===== config.mk =====
export PLATFORM = sky130hd
export DESIGN_NAME = instr_fetch_sequencer
export DESIGN_NICKNAME = d
export VERILOG_FILES = /design/src/rtl/instr_fetch_sequencer.sv
export SDC_FILE = /design/constraint.sdc
export NUM_CORES = 1
export LEC_CHECK = 0
export CAP_MARGIN = 20
export CORE_ASPECT_RATIO = 0.9
export CORE_MARGIN = 4
export CORE_UTILIZATION = 46
export CTS_BUF_LIST = sky130_fd_sc_hd__clkbuf_2
export DETAILED_ROUTE_END_ITERATION = 8
export GPL_TIMING_DRIVEN = 0
export PLACE_DENSITY = 0.84
export SLEW_MARGIN = 20
export SYNTH_ARGS = -nofsm -noshare
export SYNTH_HDL_FRONTEND = slang
export SYNTH_SLANG_ARGS = --single-unit

===== constraint.sdc =====
create_clock -name clk -period 2.7 [get_ports clk]
set_clock_uncertainty 0.1 [all_clocks]
set_input_delay 0.54 -clock clk [delete_from_list [all_inputs] [get_ports clk]]
set_output_delay 0.54 -clock clk [all_outputs]
set_load 0.005 [all_outputs]

===== src/rtl/instr_fetch_sequencer.sv =====
// instr_fetch_sequencer: fetches 16-bit and 32-bit instructions from a
// halfword-addressed instruction memory. Each instruction is issued to the
// consumer with a valid/ready handshake. The consumer can redirect the fetch
// stream at any time with pc_load.
// Optional feature: define INSTR_FETCH_UNKNOWN_TRAP_EN to trap halfwords that
// match no instruction group. A trapped halfword raises bad_instr_out and
// parks the sequencer in HALT until the next redirect or reset.
module instr_fetch_sequencer (
  input  logic        clk,
  input  logic        rst,
  input  logic        pc_load,
  input  logic [15:0] pc_load_addr,
  output logic        mem_req,
  output logic [15:0] mem_addr,
  input  logic        mem_ack,
  input  logic [15:0] mem_rdata,
  output logic        instr_valid,
  input  logic        instr_ready,
  output logic [15:0] instr_hi_out,
  output logic [15:0] instr_lo_out,
  output logic        instr_is_long_out,
  output logic [15:0] instr_pc_out
`ifdef INSTR_FETCH_UNKNOWN_TRAP_EN
  ,
  output logic        bad_instr_out
`endif
);

`ifdef INSTR_FETCH_UNKNOWN_TRAP_EN
  typedef enum logic [1:0] {FETCH_HI, FETCH_LO, ISSUE, HALT} state_t;
`else
  typedef enum logic [1:0] {FETCH_HI, FETCH_LO, ISSUE} state_t;
`endif

  state_t      state_q, state_d;
  logic [15:0] pc_q, pc_d;
  logic [15:0] instr_hi_q, instr_hi_d;
  logic [15:0] instr_lo_q, instr_lo_d;
  logic [15:0] instr_pc_q, instr_pc_d;
  logic        is_long_q, is_long_d;
`ifdef INSTR_FETCH_UNKNOWN_TRAP_EN
  logic        bad_q, bad_d;
`endif

  // Group 5 (top six bits 111000) marks the first half of a 32-bit instruction.
  function automatic logic is_long_hw(input logic [15:0] hw);
    return hw[15:10] == 6'b111000;
  endfunction

`ifdef INSTR_FETCH_UNKNOWN_TRAP_EN
  // These encodings are not assigned to any instruction group.
  function automatic logic is_unknown_hw(input logic [15:0] hw);
    return (hw[15:10] == 6'b111001) || (hw[15:10] == 6'b111010) ||
           (hw[15:10] == 6'b111011) || (hw[15:12] == 4'b1111);
  endfunction
`endif

  // Next-state and capture logic. A redirect beats everything else, so data
  // returned in the same cycle as a redirect is dropped.
  always_comb begin
    state_d    = state_q;
    pc_d       = pc_q;
    instr_hi_d = instr_hi_q;
    instr_lo_d = instr_lo_q;
    instr_pc_d = instr_pc_q;
    is_long_d  = is_long_q;
`ifdef INSTR_FETCH_UNKNOWN_TRAP_EN
    bad_d      = bad_q;
`endif
    if (pc_load) begin
      pc_d    = pc_load_addr;
      state_d = FETCH_HI;
`ifdef INSTR_FETCH_UNKNOWN_TRAP_EN
      bad_d   = 1'b0;
`endif
    end else begin
      case (state_q)
        FETCH_HI: begin
          if (mem_ack) begin
            instr_hi_d = mem_rdata;
            instr_pc_d = pc_q;
            pc_d       = pc_q + 16'd1;
            if (is_long_hw(mem_rdata)) begin
              is_long_d = 1'b1;
              state_d   = FETCH_LO;
            end else begin
              is_long_d  = 1'b0;
              instr_lo_d = 16'h0000;
              state_d    = ISSUE;
`ifdef INSTR_FETCH_UNKNOWN_TRAP_EN
              if (is_unknown_hw(mem_rdata)) begin
                bad_d   = 1'b1;
                state_d = HALT;
              end
`endif
            end
          end
        end
        FETCH_LO: begin
          if (mem_ack) begin
            instr_lo_d = mem_rdata;
            pc_d       = pc_q + 16'd1;
            state_d    = ISSUE;
          end
        end
        ISSUE: begin
          if (instr_ready) state_d = FETCH_HI;
        end
        default: state_d = state_q;
      endcase
    end
  end

  // State register; reset overrides redirect, ack and ready.
  always_ff @(posedge clk) begin
    if (rst) begin
      state_q    <= FETCH_HI;
      pc_q       <= 16'h0000;
      instr_hi_q <= 16'h0000;
      instr_lo_q <= 16'h0000;
      instr_pc_q <= 16'h0000;
      is_long_q  <= 1'b0;
`ifdef INSTR_FETCH_UNKNOWN_TRAP_EN
      bad_q      <= 1'b0;
`endif
    end else begin
      state_q    <= state_d;
      pc_q       <= pc_d;
      instr_hi_q <= instr_hi_d;
      instr_lo_q <= instr_lo_d;
      instr_pc_q <= instr_pc_d;
      is_long_q  <= is_long_d;
`ifdef INSTR_FETCH_UNKNOWN_TRAP_EN
      bad_q      <= bad_d;
`endif
    end
  end

  // Outputs are decoded from the registered state, so they are glitch-free
  // and hold steady while an issued instruction waits for acceptance.
  always_comb begin
    mem_req           = (state_q == FETCH_HI) || (state_q == FETCH_LO);
    mem_addr          = pc_q;
    instr_valid       = (state_q == ISSUE);
    instr_hi_out      = instr_hi_q;
    instr_lo_out      = instr_lo_q;
    instr_is_long_out = is_long_q;
    instr_pc_out      = instr_pc_q;
`ifdef INSTR_FETCH_UNKNOWN_TRAP_EN
    bad_instr_out     = bad_q;
`endif
  end

endmodule


# [After elaboration in Yosys (flattened, before gate mapping)]
# Index checks and enable logic that the tools add are counted.
[op_classes] n_addsub=1 eq_ne=7 muxes=13 bitwise_logic=1 reduce_logical=12
[ops] cell="16-bit 2-to-1 mux" count=6
[ops] cell="16-bit case mux with 2 select lines" count=1
[ops] cell="16-bit by 1-bit adder with 16-bit output (second input constant)" count=1
[ops] cell="2-bit 2-to-1 mux" count=4
[ops] cell="6-bit == test (second input constant)" count=1
[ops] cell="2-bit != test (second input constant)" count=3
[ops] cell="2-bit case mux with 3 select lines" count=1
[ops] cell="2-bit nonzero test" count=3
[ops] cell="5-bit AND reduction" count=1
[ops] cell="4-bit AND reduction" count=1
[ops] cell="2-bit OR reduction" count=2
[ops] cell="3-bit AND reduction" count=1
[ops] cell="3-bit nonzero test" count=1
[ops] cell="2-bit by 1-bit == test with 1-bit output (second input constant)" count=1
[ops] cell="2-bit == test (second input constant)" count=1
[ops] cell="2-bit logical NOT" count=1
[ops] cell="2-bit by 1-bit != test with 1-bit output (second input constant)" count=1
[ops] cell="2-bit AND reduction" count=1
[ops] cell="1-bit logical OR" count=1
[ops] cell="1-bit 2-to-1 mux" count=1
[ops] cell="1-bit inverter" count=1
[word_totals] register_bits=67 in_bits=37

# [Logic depth before layout (Yosys ltp)]
# Gate-level depths: netlist of the first run.
[depth] word_depth=4 depth_mapped=7 depth_no_buf=6

# [Worst setup path after synthesis of the first run]
# OpenSTA, ideal clock, no wires.
[synth_timing] path_kind="reg-to-reg" start="register state_q[1]" end="register state_q[0]" setup_time_ps=64 arrival_time_ps=1819 required_ps=2536 path_slack_ps=717 stages_incl_launch_ff=8 path_buffers=1 path_cell_list="dfxtp_1 inv_1 ha_1 buf_2 or2_2 a221oi_2 mux2_2 nor2_1"
[synth_via] elab_chain_cells=3 word_cells_on_any_way=9 cone_classes="eq/ne (5); mux (1); reduce/logical (3)"
[synth_lines] item="start, declared" line="35" source="state_t state_q, state_d;"
[synth_lines] item="start signal, assigned" line="127" source="state_q <= state_d;"
[synth_lines] item="2-bit == test (tied with other cells)" line="77" source="case (state_q)"
[synth_lines] item="2-bit by 1-bit != test with 1-bit output (no source line) (tied with other cells)"
[synth_lines] item="4-bit AND reduction (no source line)"
# Parallel ways exist; a longest one is shown, timed or not.
# A chain may end at the register's enable or synchronous reset.

# [Worst setup path in the final report of the first run]
[layout_timing] start="register state_q[1]" end="output port mem_req"
[layout_via] elab_chain_cells=2 word_cells_on_any_way=3 cone_classes="eq/ne (1); reduce/logical (2)"
[layout_lines] item="2-bit by 1-bit == test with 1-bit output or 2-bit logical NOT (tied branches)" line="142" source="mem_req = (state_q == FETCH_HI) || (state_q == FETCH_LO);"
[layout_lines] item="1-bit logical OR *" line="142"
[layout_lines] item="end, declared" line="13" source="output logic mem_req,"
# Every way passes the cells marked *; elsewhere a longest branch is shown, timed or not.

==> metrics.cfg, run 1 <==
[synth]
area_of_the_mapped_netlist_um2 = 2863
avgSynthCellArea_um2 = 8.226
synth-edff-count = 0
synth_seq_cells = 67
gate_count_post_synth = 348
synthTopCellsByArea = dfxtp_1 47%, nand2_1 12%, a21oi_1 9.1%, nand3_1 4.5%, xnor2_1 3.4%
synth.distinct_cells = 41
yosys.area.top_type = dfxtp_1
seq_area_frac_synth = 0.4685
ys.warnings.count = 0
yosys.area.top_type_share = 0.4685
synth_fp_nets = 390
synth_async_sr_flop_share = 0
yosys_most_used_dff = dfxtp_1

[power_and_ir_drop]
comb_power_share = 0.166
power_density_nw_per_um2 = 453.7
power.net_switching_uw = 540.1
clockPowerShare = 0.259
power.share.sequential = 0.575
internal_power_uw = 1315
power.switching_fraction = 0.2912
power.leakage_uw = 0.001389
max-vdd-ir-drop_uv = 276.4

[setup_path]
worstSetupEndpointType = output port
delay_of_the_slowest_critical_path_stage_ns = 0.49
critical_path.startpoint_type = flop
cp.required_ns = 2.06
critical_path.top_delay_family = buffers and inverters
crit_buf_inv = 2
path_class = flop to output port
reg2regPathDepth = 7
worstSetupPathDepth = 4
critPathLaunch = state_q[1]
regToRegSetupSlack_ns = 0.70
top_fanout_value_on_the_critical_path = 4
timing.rr.start = state_q[1]
rr_endpoint = instr_lo_out[2]
timing.critical_path.arrival_ns = 1.98
critical_path.cell_chain = inv_1 > ha_4 > or2_2 > clkdlybuf4s50_1
crit_slowest_cell = clkdlybuf4s50_1

[floorplan]
standard_cell_rows = 26
boundaryPins = 104
chipHeight_um = 82.84
initial_utilization = 0.4889
placeableCoreArea_um2 = 5856
floorplan.die_area_um2 = 7551
die_w_um = 91.16

[final_layout]
flow.area_growth_from_synthesis_pct = 42.83
layout.nets = 503
post_layout_instance_count_excluding_filler_cells = 536
utilization = 0.6983
layout_commonest_cell = clkdlybuf4s50_1
diodes = 0
layout-drive-gt1-share = 0.08155
mostFrequentLayoutCells = 102 x clkdlybuf4s50_1, 90 x nand2_1, 65 x dfxtp_1

[route]
drcViolationCount = 0
post_drt_wl_per_cell_um = 15.53
routed_wirelength_um = 8325
vias_per_cell = 5.371
drt-initial-drc-count = 154
dr.pass1.iters = 4
routed-via-count = 2879
route.antenna.remaining_nets = 0

[global_routing]
grt_start_max_net_pins = 12
first_pass_grt_wire_length_um = 13770
globalRoute.totalOverflow = 0
grt_use_total = 0.2247
grt_antenna_before_repair = 0
grt_pass1_vias = 2838

[placement]
dp_cells = 520
gp_congestion = 0.8580
dp.final_hpwl_um = 6306
io_buffers = 102

[sta]
max-slew-margin-rel = 0.6272
finalCriticalPeriod_ns = 2.625
rsz0062_at_grt = no
setup_viol_count_final = 0
final-max-slew-violation-count = 0
hold_violations = 0
actual_transition_at_the_worst_max_transition_pin_ns = 0.5592
achievable-frequency_ghz = 0.3810
fin_tns_setup_ns = 0
final.period_utilization = 0.9722

[clocking]
hold_buffers = 0
cts_buffer_depth = 2
clkSinkCount = 67
cts_root_buffer = clkbuf_2
insertion_delay_ns = 0.53
cts_tree = yes
clk_transition_reported_paths_ns = 0.20
cts_buffers = 9
cts_htree_levels = 3

[min_path]
holdCritStartpoint = pc_load
hold-path-endpoint = mem_addr[2]
min_path_cells = 3
hold_class = primary input to flop

[flow_run]
maxCapViolations = 0

[outcome]
run_status = complete, no violations

## worst min-delay path, cell delays in order
cell,delay [ns]
buf_2,0.18
nand2_1,0.09
a21oi_1,0.06
## Yosys cell counts (2+ instances only)
master	n
nor4_1	4
xnor2_1	11
buf_2	3
mux2_2	2
nor2_1	14
nand2_1	90
or2_2	2
dfxtp_1	67
a21oi_1	52
ha_1	5
nand3_1	26
a211oi_1	8
inv_1	8
nand3b_1	2
nand4_1	4
clkbuf_1	18
a311oi_1	2
nor3_1	6
buf_6	2
## flip-flops by register name, indices dropped and copies added (netlist names)
signal,count
instr_hi_out,16
instr_is_long_out,1
instr_lo_out,16
instr_pc_out,16
mem_addr,16
state_q,2
## worst max path at each step
stage | to | slack, ns
final | mem_req | 0.08
after global routing | mem_req | 0.009
after CTS | mem_req | 0.02
after detailed placement | instr_lo_out[9] | 0.18
after global placement | instr_lo_out[6] | 0.21
after floorplan | state_q[0] | 0.72
## metrics by stage
step           setup slack, ns  hold slack, ns  power (µW)  instance area [µm²]
2_1_floorplan           0.7171          0.3483        1214                 2863
3_3_place_gp            0.2136          0.3384        1381                 3971
3_5_place_dp            0.1787          0.3463        1391                 3971
4_1_cts                0.01848          0.2573        1863                 4058
5_1_grt               0.008540          0.2397        1944                 4089
6_report               0.07502          0.2589        1855                 4089
## final cells by class
type,instances,area (µm²)
well taps,70,87.58
multi-input cells,249,1408
inverters,9,33.78
flip-flops and latches,67,1346
repair buffers,103,1028
clock inverters,5,30.03
clock buffers,11,55.05
fillers,463,1767
plain buffers,22,100.1
## cells by family (layout without fill, tap and decap cells)
kind of cell | Yosys count | in the layout | synth area share
multiplexers | 3 | 3 | 0.01136
adder cells (fa/ha/maj) | 5 | 5 | 0.02185
AND/OR/NAND/NOR | 156 | 156 | 0.2500
AO/OA/AOI/OAI | 74 | 74 | 0.1661
buffers and inverters | 32 | 150 | 0.04851
XOR/XNOR | 11 | 11 | 0.03365
flip-flops | 67 | 67 | 0.4685
## timing repair
item                                    in CTS  in global routing
endpoints found under the hold margin        0                  0
endpoints found under the setup margin       1                  1
pin swaps                                    0                  1
buffers inserted                             0                  1
resized for setup                            3                  4
## power groups by stage
stage	combinational (µW)	sequential [µW]	clock (µW)
6_report	308	1070	481
5_1_grt	335	1070	535
4_1_cts	306	1070	490
3_5_place_dp	303	1090	0
3_3_place_gp	296	1090	0
2_1_floorplan	131	1080	0
## routing by layer
metal  global-route usage  vias up  part of all wire
met2               0.3543       91              0.47
li1                     -     1420                 -
met3              0.07143       18             0.059
met5                    0        -                 0
met4              0.09041        0             0.025
met1               0.2847     1350              0.45
Power figures use the tool's default switching activity.
==> run 2: changes to the inputs <==
- RECOVER_POWER: not set -> 50
==> run 2 against run 1 <==
  * Utilization is 0.94 points lower
  * Final area fell by 1.3%
  * Global-route usage unchanged
  * Sequential power about the same
  * Largest power group unchanged
  * Sequential share of layout area up 0.45 points
  * Fmax rose by 0.96%
  * Critical path depth stayed put
  * Combinational power shrank 4%
  * Largest cell class unchanged
  * Hold slack better by 0.00098 ns
  * Flip-flop and latch count unchanged
  * Setup slack improved by 0.025 ns
  * Critical path type unchanged
==> metrics.cfg, run 2 (same netlist as run 1, synthesis figures left out) <==
[placement]
dpl_worst_slack_ns = 0.1787  ; unchanged
io_buffers = 102  ; unchanged
dp.final_hpwl_um = 6306  ; unchanged
gp_congestion = 0.8580  ; unchanged

[sta]
setup_viol_count_final = 0  ; unchanged
final.period_utilization = 0.9629  ; -0.009278
achievable-frequency_ghz = 0.3846  ; +0.96%
max-slew-margin-rel = 0.2757  ; -0.3515
finalCriticalPeriod_ns = 2.600  ; -0.02505 ns
finalWorstSetupSlack_ns = 0.1001  ; +0.02505 ns
final-max-slew-violation-count = 0  ; unchanged
fin_tns_setup_ns = 0  ; unchanged
rsz0062_at_grt = no
hold_violations = 0  ; unchanged
actual_transition_at_the_worst_max_transition_pin_ns = 1.079  ; +0.5199 ns

[final_layout]
flow.area_growth_from_synthesis_pct = 40.91
layout_commonest_cell = clkdlybuf4s50_1
layout-drive-gt1-share = 0.07082  ; -0.01073
layout.nets = 503  ; unchanged
filler_cell_count = 472  ; +1.9%
diodes = 0  ; unchanged
mostFrequentLayoutCells = 93 x clkdlybuf4s50_1, 90 x nand2_1, 65 x dfxtp_1

[setup_path]
worstSetupEndpointType = output port
path_class = flop to output port
cp.required_ns = 2.06  ; about the same
critical_path.startpoint_type = flop
timing.critical_path.arrival_ns = 1.96  ; -0.02 ns
top_fanout_value_on_the_critical_path = 4  ; unchanged

[route]
drt-initial-drc-count = 150  ; -2.6%
routed_wirelength_um = 8343  ; +0.22%
drcViolationCount = 0  ; unchanged
route.antenna.remaining_nets = 0  ; unchanged
routed-via-count = 2859  ; -0.69%
post_drt_wl_per_cell_um = 15.57  ; +0.22%
dr.pass1.iters = 4  ; unchanged
vias_per_cell = 5.334  ; -0.69%

[floorplan]
placeableCoreArea_um2 = 5856  ; unchanged
die_w_um = 91.16  ; unchanged
standard_cell_rows = 26  ; unchanged
initial_utilization = 0.4889  ; unchanged
floorplan.die_area_um2 = 7551  ; unchanged
boundaryPins = 104  ; unchanged
chipHeight_um = 82.84  ; unchanged

[power_and_ir_drop]
power.leakage_uw = 0.001393  ; +0.23%
max-vdd-ir-drop_uv = 272.3  ; -1.5%
power_density_nw_per_um2 = 457.4  ; +0.83%

[clocking]
cts_buffers = 9  ; unchanged
cts_root_buffer = clkbuf_2
insertion_delay_ns = 0.52  ; about the same
cts_buffer_depth = 2  ; unchanged
clk_transition_reported_paths_ns = 0.20  ; about the same
cts_tree = yes
cts_htree_levels = 3  ; unchanged
clkSinkCount = 67  ; unchanged

[outcome]
run_status = complete, no violations

[global_routing]
grt_start_max_net_pins = 12  ; unchanged
grt_antenna_before_repair = 0  ; unchanged
grt_use_total = 0.2247  ; unchanged
grt_pass1_vias = 2838  ; unchanged
globalRoute.totalOverflow = 0  ; unchanged
first_pass_grt_wire_length_um = 13770  ; unchanged

[flow_run]
maxCapViolations = 0  ; unchanged

[min_path]
hold_class = primary input to flop

-- run 2: timing repair --
| action | in CTS | in global routing |
|---|---|---|
| pin swaps | 0 | 1 |
| hold buffers | 0 | 0 |
| hold endpoints to repair | 0 | 0 |
| gates resized for setup | 3 | 4 |
| setup endpoints to repair | 1 | 1 |
| setup buffers | 0 | 1 |
-- run 2: final timing paths --
path / end / slack, ns / from / depth (start not counted)
max: mem_req / 0.10 / state_q[1] / 4
max reg2reg: instr_lo_out[2] / 0.32 / state_q[1] / 7
min reg2reg: instr_hi_out[1] / 0.36 / instr_hi_out[1] / 2
min: mem_addr[2] / 0.26 / pc_load / 3
-- run 2: cell type report --
class                           instances  area, µm²  area share
Multi-Input combinational cell        249       1361      0.3375
Buffer                                 22      91.34     0.02264
Clock inverter                          5      30.03    0.007444
Inverter                                9      33.78    0.008375
Tap cell                               70      87.58     0.02171
Sequential cell                        67       1346      0.3337
Timing Repair Buffer                  103       1028      0.2550
Clock buffer                           11      55.05     0.01365
-- run 2: worst max-delay path: stages (launching register included) --
cell	delay, ns
dfxtp_2	0.38
inv_1	0.11
ha_4	0.20
or2_2	0.30
clkdlybuf4s50_1	0.49
-- run 2: through the flow --
step / power (µW) / area (µm²) / std cells / utilization / hold slack (ns)
final: 1845 / 4034 / 536 / 0.6889 / 0.2598
after global routing: 1933 / 4034 / 536 / 0.6889 / 0.2267
after CTS: 1863 / 4058 / 535 / 0.6929 / 0.2573
after detailed placement: 1391 / 3971 / 520 / 0.6782 / 0.3463
after global placement: 1381 / 3971 / 520 / 0.6782 / 0.3384
after floorplan: 1214 / 2863 / 348 / - / 0.3483
-- run 2: report_power, final --
part	switching (µW)	internal, µW	total [µW]
Sequential	40.1	1030	1070
Clock	358	123	482
Combinational	138	158	297
-- run 2: metal layers --
layer  GRT usage  vias up  wire, µm
met3     0.07143       12       517
met1      0.2847     1326      3734
met4     0.09041        0       152
li1            -     1425         -
met5           0        -         0
met2      0.3543       96      3938
